==> src/rtl/dmem_bus_if_if.sv <==
// Data-memory bus signal bundle.
// The master drives the request side; the slave answers with ack/err/rdata.
interface dmem_bus_if_if;
    logic        bus_req;
    logic        bus_we;
    logic [31:0] bus_addr;
    logic [31:0] bus_wdata;
    logic [3:0]  bus_be;
    logic        bus_ack;
    logic        bus_err;
    logic [31:0] bus_rdata;

    modport master (
        output bus_req, bus_we, bus_addr, bus_wdata, bus_be,
        input  bus_ack, bus_err, bus_rdata
    );

    modport slave (
        input  bus_req, bus_we, bus_addr, bus_wdata, bus_be,
        output bus_ack, bus_err, bus_rdata
    );
endinterface

==> src/rtl/dmem_bus_if.sv <==
// M-stage adapter to a variable-latency data memory.
// Runs one req/ack transaction per access and stalls the pipe until done.
module dmem_bus_if #(
    parameter int          TIMEOUT_CYC = 16,
    parameter logic [31:0] ERR_RDATA   = 32'hDEAD_BEEF
) (
    input  logic        clk,
    input  logic        n_rst,
    input  logic        MemReadM,
    input  logic        MemWriteM,
    input  logic [31:0] ALUResultM,
    input  logic [31:0] BE_WD,
    input  logic [3:0]  byte_enable,
    output logic [31:0] ReadData,
    output logic        StallMem,
    output logic        mem_fault,
    dmem_bus_if_if.master bus
);

    localparam int CW = $clog2(TIMEOUT_CYC + 1);
    localparam logic [CW-1:0] CNT_LAST = CW'(TIMEOUT_CYC - 1);

    typedef enum logic [1:0] {
        IDLE = 2'd0,
        BUSY = 2'd1,
        RESP = 2'd2
    } state_t;

    state_t        state_q;
    state_t        state_d;
    logic          we_q;
    logic [31:0]   addr_q;
    logic [31:0]   wdata_q;
    logic [3:0]    be_q;
    logic [CW-1:0] cnt_q;
    logic          fault_q;
    logic [31:0]   rdata_q;

    logic access;
    logic done;
    logic tmo;

    assign access = MemReadM | MemWriteM;
    assign done   = bus.bus_ack | bus.bus_err;
    assign tmo    = (cnt_q == CNT_LAST);

    always_ff @(posedge clk or negedge n_rst) begin
        if (!n_rst) begin
            state_q <= IDLE;
        end else begin
            state_q <= state_d;
        end
    end

    always_comb begin
        state_d = state_q;
        unique case (state_q)
            IDLE:    if (access) state_d = BUSY;
            BUSY:    if (done || tmo) state_d = RESP;
            RESP:    state_d = IDLE;
            default: state_d = IDLE;
        endcase
    end

    // A store that also has MemReadM set is treated as a store.
    always_ff @(posedge clk or negedge n_rst) begin
        if (!n_rst) begin
            we_q    <= 1'b0;
            addr_q  <= '0;
            wdata_q <= '0;
            be_q    <= '0;
            cnt_q   <= '0;
            fault_q <= 1'b0;
            rdata_q <= '0;
        end else begin
            if (state_q == IDLE && access) begin
                we_q    <= MemWriteM;
                addr_q  <= {ALUResultM[31:2], 2'b00};
                wdata_q <= BE_WD;
                be_q    <= MemWriteM ? byte_enable : 4'hF;
                cnt_q   <= '0;
                fault_q <= 1'b0;
            end else if (state_q == BUSY) begin
                if (done) begin
                    fault_q <= bus.bus_err;
                    if (!we_q) begin
                        rdata_q <= bus.bus_err ? ERR_RDATA
                                               : bus.bus_rdata;
                    end
                end else if (tmo) begin
                    fault_q <= 1'b1;
                    if (!we_q) rdata_q <= ERR_RDATA;
                end else if (cnt_q != CNT_LAST) begin
                    cnt_q <= cnt_q + 1'b1;
                end
            end
        end
    end

    always_comb begin
        bus.bus_req   = 1'b0;
        bus.bus_we    = 1'b0;
        bus.bus_addr  = '0;
        bus.bus_wdata = '0;
        bus.bus_be    = '0;
        StallMem      = 1'b0;
        mem_fault     = 1'b0;
        unique case (state_q)
            IDLE: StallMem = n_rst & access;
            BUSY: begin
                bus.bus_req   = 1'b1;
                bus.bus_we    = we_q;
                bus.bus_addr  = addr_q;
                bus.bus_wdata = wdata_q;
                bus.bus_be    = be_q;
                StallMem      = 1'b1;
            end
            RESP:    mem_fault = fault_q;
            default: ;
        endcase
    end

    assign ReadData = rdata_q;

endmodule

==> src/flat_wrapper.sv <==
// flat-port wrapper written by rule: the top's interface ports become plain ports
module dmem_bus_if_flat 
#(
    parameter int          TIMEOUT_CYC = 16,
    parameter logic [31:0] ERR_RDATA   = 32'hDEAD_BEEF
)
  (clk, n_rst, MemReadM, MemWriteM, ALUResultM, BE_WD, byte_enable, ReadData, StallMem, mem_fault, bus_bus_req, bus_bus_we, bus_bus_addr, bus_bus_wdata, bus_bus_be, bus_bus_ack, bus_bus_err, bus_bus_rdata);
  dmem_bus_if_if bus_i ();
  input  logic clk;
  input  logic n_rst;
  input  logic MemReadM;
  input  logic MemWriteM;
  input  logic [31:0] ALUResultM;
  input  logic [31:0] BE_WD;
  input  logic [3:0] byte_enable;
  output logic [31:0] ReadData;
  output logic StallMem;
  output logic mem_fault;
  output wire logic [$bits(bus_i.bus_req)-1:0] bus_bus_req;
  output wire logic [$bits(bus_i.bus_we)-1:0] bus_bus_we;
  output wire logic [$bits(bus_i.bus_addr)-1:0] bus_bus_addr;
  output wire logic [$bits(bus_i.bus_wdata)-1:0] bus_bus_wdata;
  output wire logic [$bits(bus_i.bus_be)-1:0] bus_bus_be;
  input wire logic [$bits(bus_i.bus_ack)-1:0] bus_bus_ack;
  input wire logic [$bits(bus_i.bus_err)-1:0] bus_bus_err;
  input wire logic [$bits(bus_i.bus_rdata)-1:0] bus_bus_rdata;
  assign bus_bus_req = bus_i.bus_req;
  assign bus_bus_we = bus_i.bus_we;
  assign bus_bus_addr = bus_i.bus_addr;
  assign bus_bus_wdata = bus_i.bus_wdata;
  assign bus_bus_be = bus_i.bus_be;
  assign bus_i.bus_ack = bus_bus_ack;
  assign bus_i.bus_err = bus_bus_err;
  assign bus_i.bus_rdata = bus_bus_rdata;
  dmem_bus_if #(.TIMEOUT_CYC(TIMEOUT_CYC), .ERR_RDATA(ERR_RDATA)) u_core (.clk(clk), .n_rst(n_rst), .MemReadM(MemReadM), .MemWriteM(MemWriteM), .ALUResultM(ALUResultM), .BE_WD(BE_WD), .byte_enable(byte_enable), .ReadData(ReadData), .StallMem(StallMem), .mem_fault(mem_fault), .bus(bus_i));
endmodule
==> config.mk <==
export PLATFORM = sky130hd
export DESIGN_NAME = dmem_bus_if_flat
export DESIGN_NICKNAME = d
export VERILOG_FILES = /design/src/rtl/dmem_bus_if_if.sv /design/src/rtl/dmem_bus_if.sv /design/src/flat_wrapper.sv
export SDC_FILE = /design/constraint.sdc
export NUM_CORES = 1
export LEC_CHECK = 0
export CAP_MARGIN = 20
export CORE_MARGIN = 2
export CORE_UTILIZATION = 42
export CTS_CLUSTER_SIZE = 24
export DETAILED_ROUTE_END_ITERATION = 12
export PLACE_DENSITY = 0.78
export SETUP_SLACK_MARGIN = 0.3
export SYNTH_ARGS = -nofsm -noshare
export SYNTH_HDL_FRONTEND = slang
export SYNTH_SLANG_ARGS = --single-unit
export TNS_END_PERCENT = 50
==> constraint.sdc <==
create_clock -name clk -period 2.75 [get_ports clk]
set_input_delay 0.825 -clock clk [delete_from_list [all_inputs] [get_ports clk]]
set_output_delay 0.825 -clock clk [all_outputs]
set_load 0.1 [all_outputs]
; ---- Word-level counts from Yosys, hierarchy flattened
; Cells that the tools add are included.
[word_totals]
wordCells = 58
reg_bits = 107
[classes]
n_reduce_logical = 11
muxes = 25
add_sub_neg = 1
bitwise_logic = 5
n_eq_ne = 8
[op_table]
columns = cell, n
row1 = $mux 32, 7
row2 = $mux 5, 5
row3 = $mux 4, 2
row4 = $reduce_and 4->1, 2
row5 = $mux 1, 7
row6 = $reduce_bool 2->1, 3
row7 = $add 5x1->5 const B, 1
row8 = $eq 5x4->1 const B, 1
row9 = $ne 5x4->1 const B, 1
row10 = $mux 2, 2
row11 = $ne 2x1->1 const B, 2
row12 = $ne 2x2->1 const B, 2
row13 = $pmux 2 s2, 1
row14 = $reduce_and 2->1, 2
row15 = $reduce_bool 3->1, 1
row16 = $eq 2x1->1 const B, 1
row17 = $eq 2x2->1 const B, 1
row18 = $logic_not 2->1, 1
row19 = $not 1->1, 2
row20 = $or 1x1->1, 2
row21 = $pmux 1 s2, 1
row22 = $and 1x1->1, 1
row23 = $logic_and 1x1->1, 1
row24 = $logic_or 1x1->1, 1

; ---- Logic depth before layout (Yosys ltp)
; Gate-level depths: netlist of the first run.
[depth]
word_depth = 6
depth_mapped = 7

; ---- Worst setup path after synthesis of the first run
; Ideal clock, no wire load.
[synth_path]
kind = reg-to-output
from = reg u_core.state_q[1]
to = out bus_bus_addr[11]
path_slack_ps = -811
t_arrival_ps = 2736
n_path_buf = 3
stages_incl_launch_ff = 7
path_cell_list = dfrtp_1 -> nand2b_1 -> buf_2 -> inv_1 -> buf_2 -> clkbuf_1 -> and2_1
[synth_via]
elab_chain_cells = 2
[synth_lines]
columns = item, line
row1 = from (decl), dmem_bus_if.sv:29  ; state_t state_q;
row2 = from (signal assigned), dmem_bus_if.sv:51  ; state_q <= state_d;
row3 = $eq 2x1->1, dmem_bus_if.sv:108  ; unique case (state_q)
row4 = $mux 32, dmem_bus_if.sv:108
row5 = to (decl), flat_wrapper.sv:21  ; output wire logic [$bits(bus_i.bus_addr)-1:0] bus_bus_addr;
; Every way passes these cells.

; ---- Final worst setup path of the first run
[layout_path]
from = reg u_core.state_q[1]
to = out bus_bus_wdata[7]
[layout_via]
elab_chain_cells = 2
[layout_lines]
columns = item, line
row1 = $eq 2x1->1, dmem_bus_if.sv:108
row2 = $mux 32, dmem_bus_if.sv:108
row3 = to (decl), flat_wrapper.sv:22  ; output wire logic [$bits(bus_i.bus_wdata)-1:0] bus_bus_wdata;
; Every way passes these cells.

==> results.yml, run 1 <==
cts:
  cts_root_buffer: "clkbuf_8"
  cts_buffer_depth: 2
  clkSinkCount: 107
  clk_latency_ns: 0.37
  cts.clk_slew.worst_paths_ns: 0.09
  htreeDepth: 3
  cts_made_buffers: 9
  cts_tree: "yes"
finish:
  fin_nets: 666
  multi_input_area_mm2: 0.001849
  num_antenna_cells: 0
  fillers: 769
  drive_above_1_share_pct: 43.67
  finish.utilization_pct: 71.83
  area_growth_pct: 68.41
  seqCellArea_mm2: 0.002678
synth:
  syn_area_per_cell_um2: 13.17
  yosysWarningCount: 0
  synthAdderAreaFrac_pct: 0.5460
  synth.area.mux_share_pct: 16.65
  ys_seq_area_share_pct: 58.42
  synthesis.area_mm2: 0.004583
  synth_area_leaders: "dfrtp_1 58%, mux2_2 15%, and2_1 9.1%"
  synth_largest_area_cell: "dfrtp_1"
  yosys.area_share.simple_pct: 13.21
  synth_top_family_by_area: "multiplexers"
  synth-seq-cells: 107
  ys_types: 37
  synth-compound-area-share_pct: 7.999
  synth_top_area_share_pct: 58.42
  synthCells: 348
  synthXorXnorAreaFrac_pct: 0
sta:
  setup_tns_ns: 0
  setup_slack_ns: 0.3393
  post-route-period-util_pct: 87.66
  slew_headroom_pct: 52.45
  hold_viol: 0
  finalCriticalPeriod_ns: 2.411
  fin_skew_ns: 0.006030
  timing.hold.ws_ns: 0.4852
  maxSlewViolCount: 0
  finalSetupViolCount: 0
  fmax_ghz: 0.4148
  worst_slew_pin_slew_ns: 0.7132
  rsz0062_at_grt: "yes"
hold_path:
  hold_start: "u_core.addr_q[5]"
  hold_path_class: "register to register"
worst_setup_path:
  crit_path_end_kind: "output port"
  critical_path.startpoint_type: "register"
  timing_worst_setup_path_type: "register to output port"
  r2r_start: "u_core.cnt_q[0]"
  cp.arrival_ns: 1.59
  startpoint: "u_core.state_q[1]"
  crit_required_ns: 1.93
  cp_max_fo: 28
global_routing:
  grt_pass1_vias: 3683
  grt_pass1_wl_um: 18510
  antenna_found_initial: 0
  grt_use_total_pct: 20.53
  gr-total-overflow: 0
  grt_max_degree: 58
die:
  core_mm2: 0.01075
  fp-row-count: 38
  die_w_um: 108.5
  die-area_mm2: 0.01176
  pin_count: 210
  start_util_pct: 42.65
  die_h_um: 108.5
routing:
  first_pass_iters: 6
  drt_wl_total_um: 11990
  wl_per_cell_um: 17.10
  antenna_left: 0
  via_per_inst: 4.963
  drtIter0Drc: 108
  vias: 3479
  drc: 0
placed_design:
  numPortBuffers: 205
  pre_cts_ws_ns: 0.08726
  place.gp.congestion: 0.7366
  hpwl_um: 9006
outcome:
  outcome: "finished clean"
run:
  maxCapViolations: 0
-- sequential cells by signal, summed over array words and instances (netlist names) --
name             cells
u_core.ReadData     32
u_core.wdata_q      32
u_core.addr_q       30
u_core.cnt_q         5
u_core.be_q          4
u_core.state_q       2
u_core.fault_q       1
u_core.we_q          1
-- cells in the final DEF (no fill, tap or decap), types with 3 or more instances in the layout --
master             n
a22o_1             8
and2_1            27
and2_2            24
and2_4            16
and3_1             3
buf_12            71
buf_4             47
clkbuf_8          11
clkdlybuf4s50_1  100
dfrtp_1          107
mux2_1             4
mux2_2            62
nand2b_1           3
nor2b_1            5
o21ai_0           10
o22a_1            21
-- routing by layer --
| metal | vias up | share of wire (%) | track usage (%) |
|---|---|---|---|
| met5 | - | 0 | 0 |
| met4 | 0 | 1.5 | 6.410 |
| met3 | 15 | 7.5 | 6.269 |
| met2 | 129 | 52 | 36.25 |
| met1 | 1716 | 39 | 23.84 |
| li1 | 1619 | - | - |
-- synthesized netlist by cell type, drive strengths merged --
cell type	number
a21oi	3
a22o	8
a31o	1
and2	67
and3	3
buf	16
clkbuf	8
conb	1
dfrtp	107
ha	2
inv	3
mux2	66
mux2i	2
nand2	1
nand2b	4
nand3	2
nand3b	1
nor2	4
nor2b	5
nor3	2
nor3b	1
o21ai	11
o221a	1
o221ai	1
o22a	21
o22ai	1
o31ai	1
or2	2
or3	2
or4	1
-- final cells by class --
cell class / count / share of cell area [%]
repair buffers: 222 / 36.73
flip-flops and latches: 107 / 34.69
multi-input cells: 215 / 23.96
well taps: 140 / 2.269
clock buffers: 12 / 2.010
inverters: 3 / 0.1783
clock inverters: 2 / 0.1621
-- worst paths after layout --
kind,to,cells after the start,slack [ns]
worst min-delay path,u_core.addr_q[5],1,0.49
min in group asynchronous,u_core.addr_q[3],2,0.59
max in group asynchronous,u_core.addr_q[16],3,1.01
worst min register to register,u_core.addr_q[5],1,0.49
worst max register to register,u_core.cnt_q[3],6,0.64
worst max-delay path,bus_bus_wdata[7],5,0.34
-- timing repair --
item,in CTS,in global routing
cloned,1,0
pin swaps,1,0
setup buffers,3,0
hold buffers,0,0
resized for setup,7,10
setup endpoints to repair,69,58
-- through the flow --
step | instances | cell area, um2
2_1_floorplan | 349 | 4647
6_report | 701 | 7719
3_3_place_gp | 683 | 7468
5_1_grt | 701 | 7719
4_1_cts | 701 | 7692
3_5_place_dp | 683 | 7468
-- logic make-up (layout without fill, tap and decap cells) --
kind of cell | count (synthesis) | after routing
DFF | 107 | 107
adders and majority gates | 2 | 2
and+or+nand+nor | 95 | 95
buffers and inverters | 27 | 239
AOI/OAI and AO/OA | 48 | 48
other | 1 | 2
muxes | 68 | 68
-- critical path, cell delays in order, from the launching register on --
cell,delay [ns]
dfrtp_1,0.39
nand2b_4,0.16
inv_4,0.11
buf_12,0.17
and2_1,0.20
buf_12,0.19
Power of run 1 is left out: the tool's default activity adds up to more than one toggle a clock period on the data nets, which glitch-free logic cannot reach.
==> run 2, diff against run 1 <==
- CORE_ASPECT_RATIO: default -> 1.75
- clock period: 2.75 -> 2.7 ns (I/O delays scaled with it)
==> run 2 against run 1 <==
Wire length increased by 6.6%. Setup slack better by 0.0076 ns. Cell count shrank 0.86%. Design area up 3.1%. Global-route usage is 1.5 points higher. Core utilization rose by 2.6 points. Sequential share of layout area shrank 1.1 points. Critical path depth is the same. Via count up 1.1%. Die area up 0.28%. First-iteration DRC count fell by 50%. Critical path type unchanged. Largest cell class unchanged.
==> results.yml, run 2 (same netlist as run 1, synthesis figures left out) <==
outcome:
  outcome: "finished clean"
cts:
  cts_buffer_depth: 2
  cts_root_buffer: "clkbuf_16"
  cts_tree: "yes"
  cts_made_buffers: 9
  cts.clk_slew.worst_paths_ns: 0.07
  cts.hold.buffers_added: 0
  clk_latency_ns: 0.35
  htreeDepth: 3
  clkSinkCount: 107
finish:
  final_cell_mix: "107 x dfrtp_1, 100 x clkdlybuf4s50_1, 72 x buf_12"
  fin_nets: 668
  fillers: 689
  multi_input_area_mm2: 0.001901
  seqCellArea_mm2: 0.002678
  finish.utilization_pct: 74.42
  stdcell_count: 695
  drive_above_1_share_pct: 47.79
  area_growth_pct: 73.71
  num_antenna_cells: 0
  layout_commonest_cell: "dfrtp_1"
global_routing:
  grt_max_degree: 67
  use_met1_pct: 24.78
  grt.met3_usage_pct: 5.684
  gr-total-overflow: 0
  busiest_layer: "met2"
  grt_pass1_vias: 3793
  grt_use_total_pct: 22.04
  grt_pass1_wl_um: 20210
  antenna_found_initial: 0
  grt_util_met2_pct: 39.52
sta:
  maxSlewViolCount: 0
  fmax_ghz: 0.4250
  setup_tns_ns: 0
  worst_slew_pin_slew_ns: 0.8238
  finalSetupViolCount: 0
  finalCriticalPeriod_ns: 2.353
  post-route-period-util_pct: 87.15
  rsz0062_at_grt: "yes"
  setup_slack_ns: 0.3469
  hold_viol: 0
  slew_headroom_pct: 45.08
  fin_skew_ns: 0.006775
placed_design:
  dp_cells: 673
  numPortBuffers: 205
  pre_cts_ws_ns: 0.03954
  hpwl_um: 9159
  place.gp.congestion: 0.8170
routing:
  drt_wl_total_um: 12780
  drc: 0
  antenna_left: 0
  first_pass_iters: 4
  drtIter0Drc: 54
  via_per_inst: 5.059
  vias: 3516
  wl_per_cell_um: 18.39
worst_setup_path:
  cp.arrival_ns: 1.54
  r2r_end: "u_core.ReadData[31]"
  crit_path_end_kind: "output port"
  crit_required_ns: 1.89
  r2r_start: "u_core.cnt_q[0]"
  rrSetupSlack_ns: 0.60
  cp_max_fo: 16
  critical_path.startpoint_type: "register"
  reg2reg_depth: 7
  timing_worst_setup_path_type: "register to output port"
die:
  die_w_um: 82.97
  die_h_um: 142.2
  start_util_pct: 42.84
  die-area_mm2: 0.01180
  fp-row-count: 50
  pin_count: 210
  core_mm2: 0.01070
run:
  maxCapViolations: 0
hold_path:
  hold_depth: 1
  holdPathEnd: "u_core.addr_q[5]"
  hold_path_class: "register to register"
  hold_start: "u_core.addr_q[5]"
## run 2: changes by cell type in the layout (fill, tap and decap cells not counted), moves of 3 or more
cell,previous run,this run
and2_1,27,5
clkbuf_16,0,10
clkbuf_8,11,1
and2_4,16,35
and2_2,24,27
## run 2: worst max-delay path by stage
stage,start,endpoint,slack (ns)
global placement,MemReadM,StallMem,0.05
detailed placement,MemReadM,StallMem,0.04
CTS,u_core.state_q[1],bus_bus_we,0.28
floorplan,u_core.state_q[1],bus_bus_addr[21],0.07
global route,u_core.state_q[1],bus_bus_wdata[4],0.28
finish,u_core.state_q[1],bus_bus_addr[31],0.35
## run 2: worst max-delay path, cell delays in order, from the launching register on
cell	delay (ns)
dfrtp_1	0.39
nand2b_4	0.18
clkinv_8	0.10
buf_12	0.15
and2_1	0.19
buf_12	0.19
## run 2: repair_timing
| item | 4_1_cts | 5_1_grt |
|---|---|---|
| endpoints found under the setup margin | 69 | 62 |
| pin swaps | 1 | 0 |
| buffers inserted | 2 | 1 |
| cloned | 2 | 1 |
| gates resized for setup | 9 | 6 |
## run 2: layout make-up
| cell class | instances | share of cell area [%] |
|---|---|---|
| repair buffers | 224 | 36.43 |
| flip-flops and latches | 107 | 33.63 |
| multi-input cells | 215 | 23.87 |
| clock buffers | 12 | 3.096 |
| well taps | 130 | 2.043 |
| clock inverters | 4 | 0.6286 |
| inverters | 3 | 0.2986 |
## run 2: through the flow
stage	instance area, um2	hold slack (ns)
after floorplan	4711	0.4488
after global placement	7532	0.4589
after detailed placement	7532	0.4771
after CTS	7909	0.4934
after global routing	7961	0.5084
final	7961	0.4881
## run 2: metal layers
metal | wire length (um) | share of wire [%] | up-vias
li1 | - | - | 1629
met1 | 4660 | 36 | 1732
met2 | 7091 | 55 | 133
met3 | 644 | 5.0 | 22
met4 | 383 | 3.0 | 0
met5 | 0 | 0 | -
Power of run 2 is left out for the same reason.
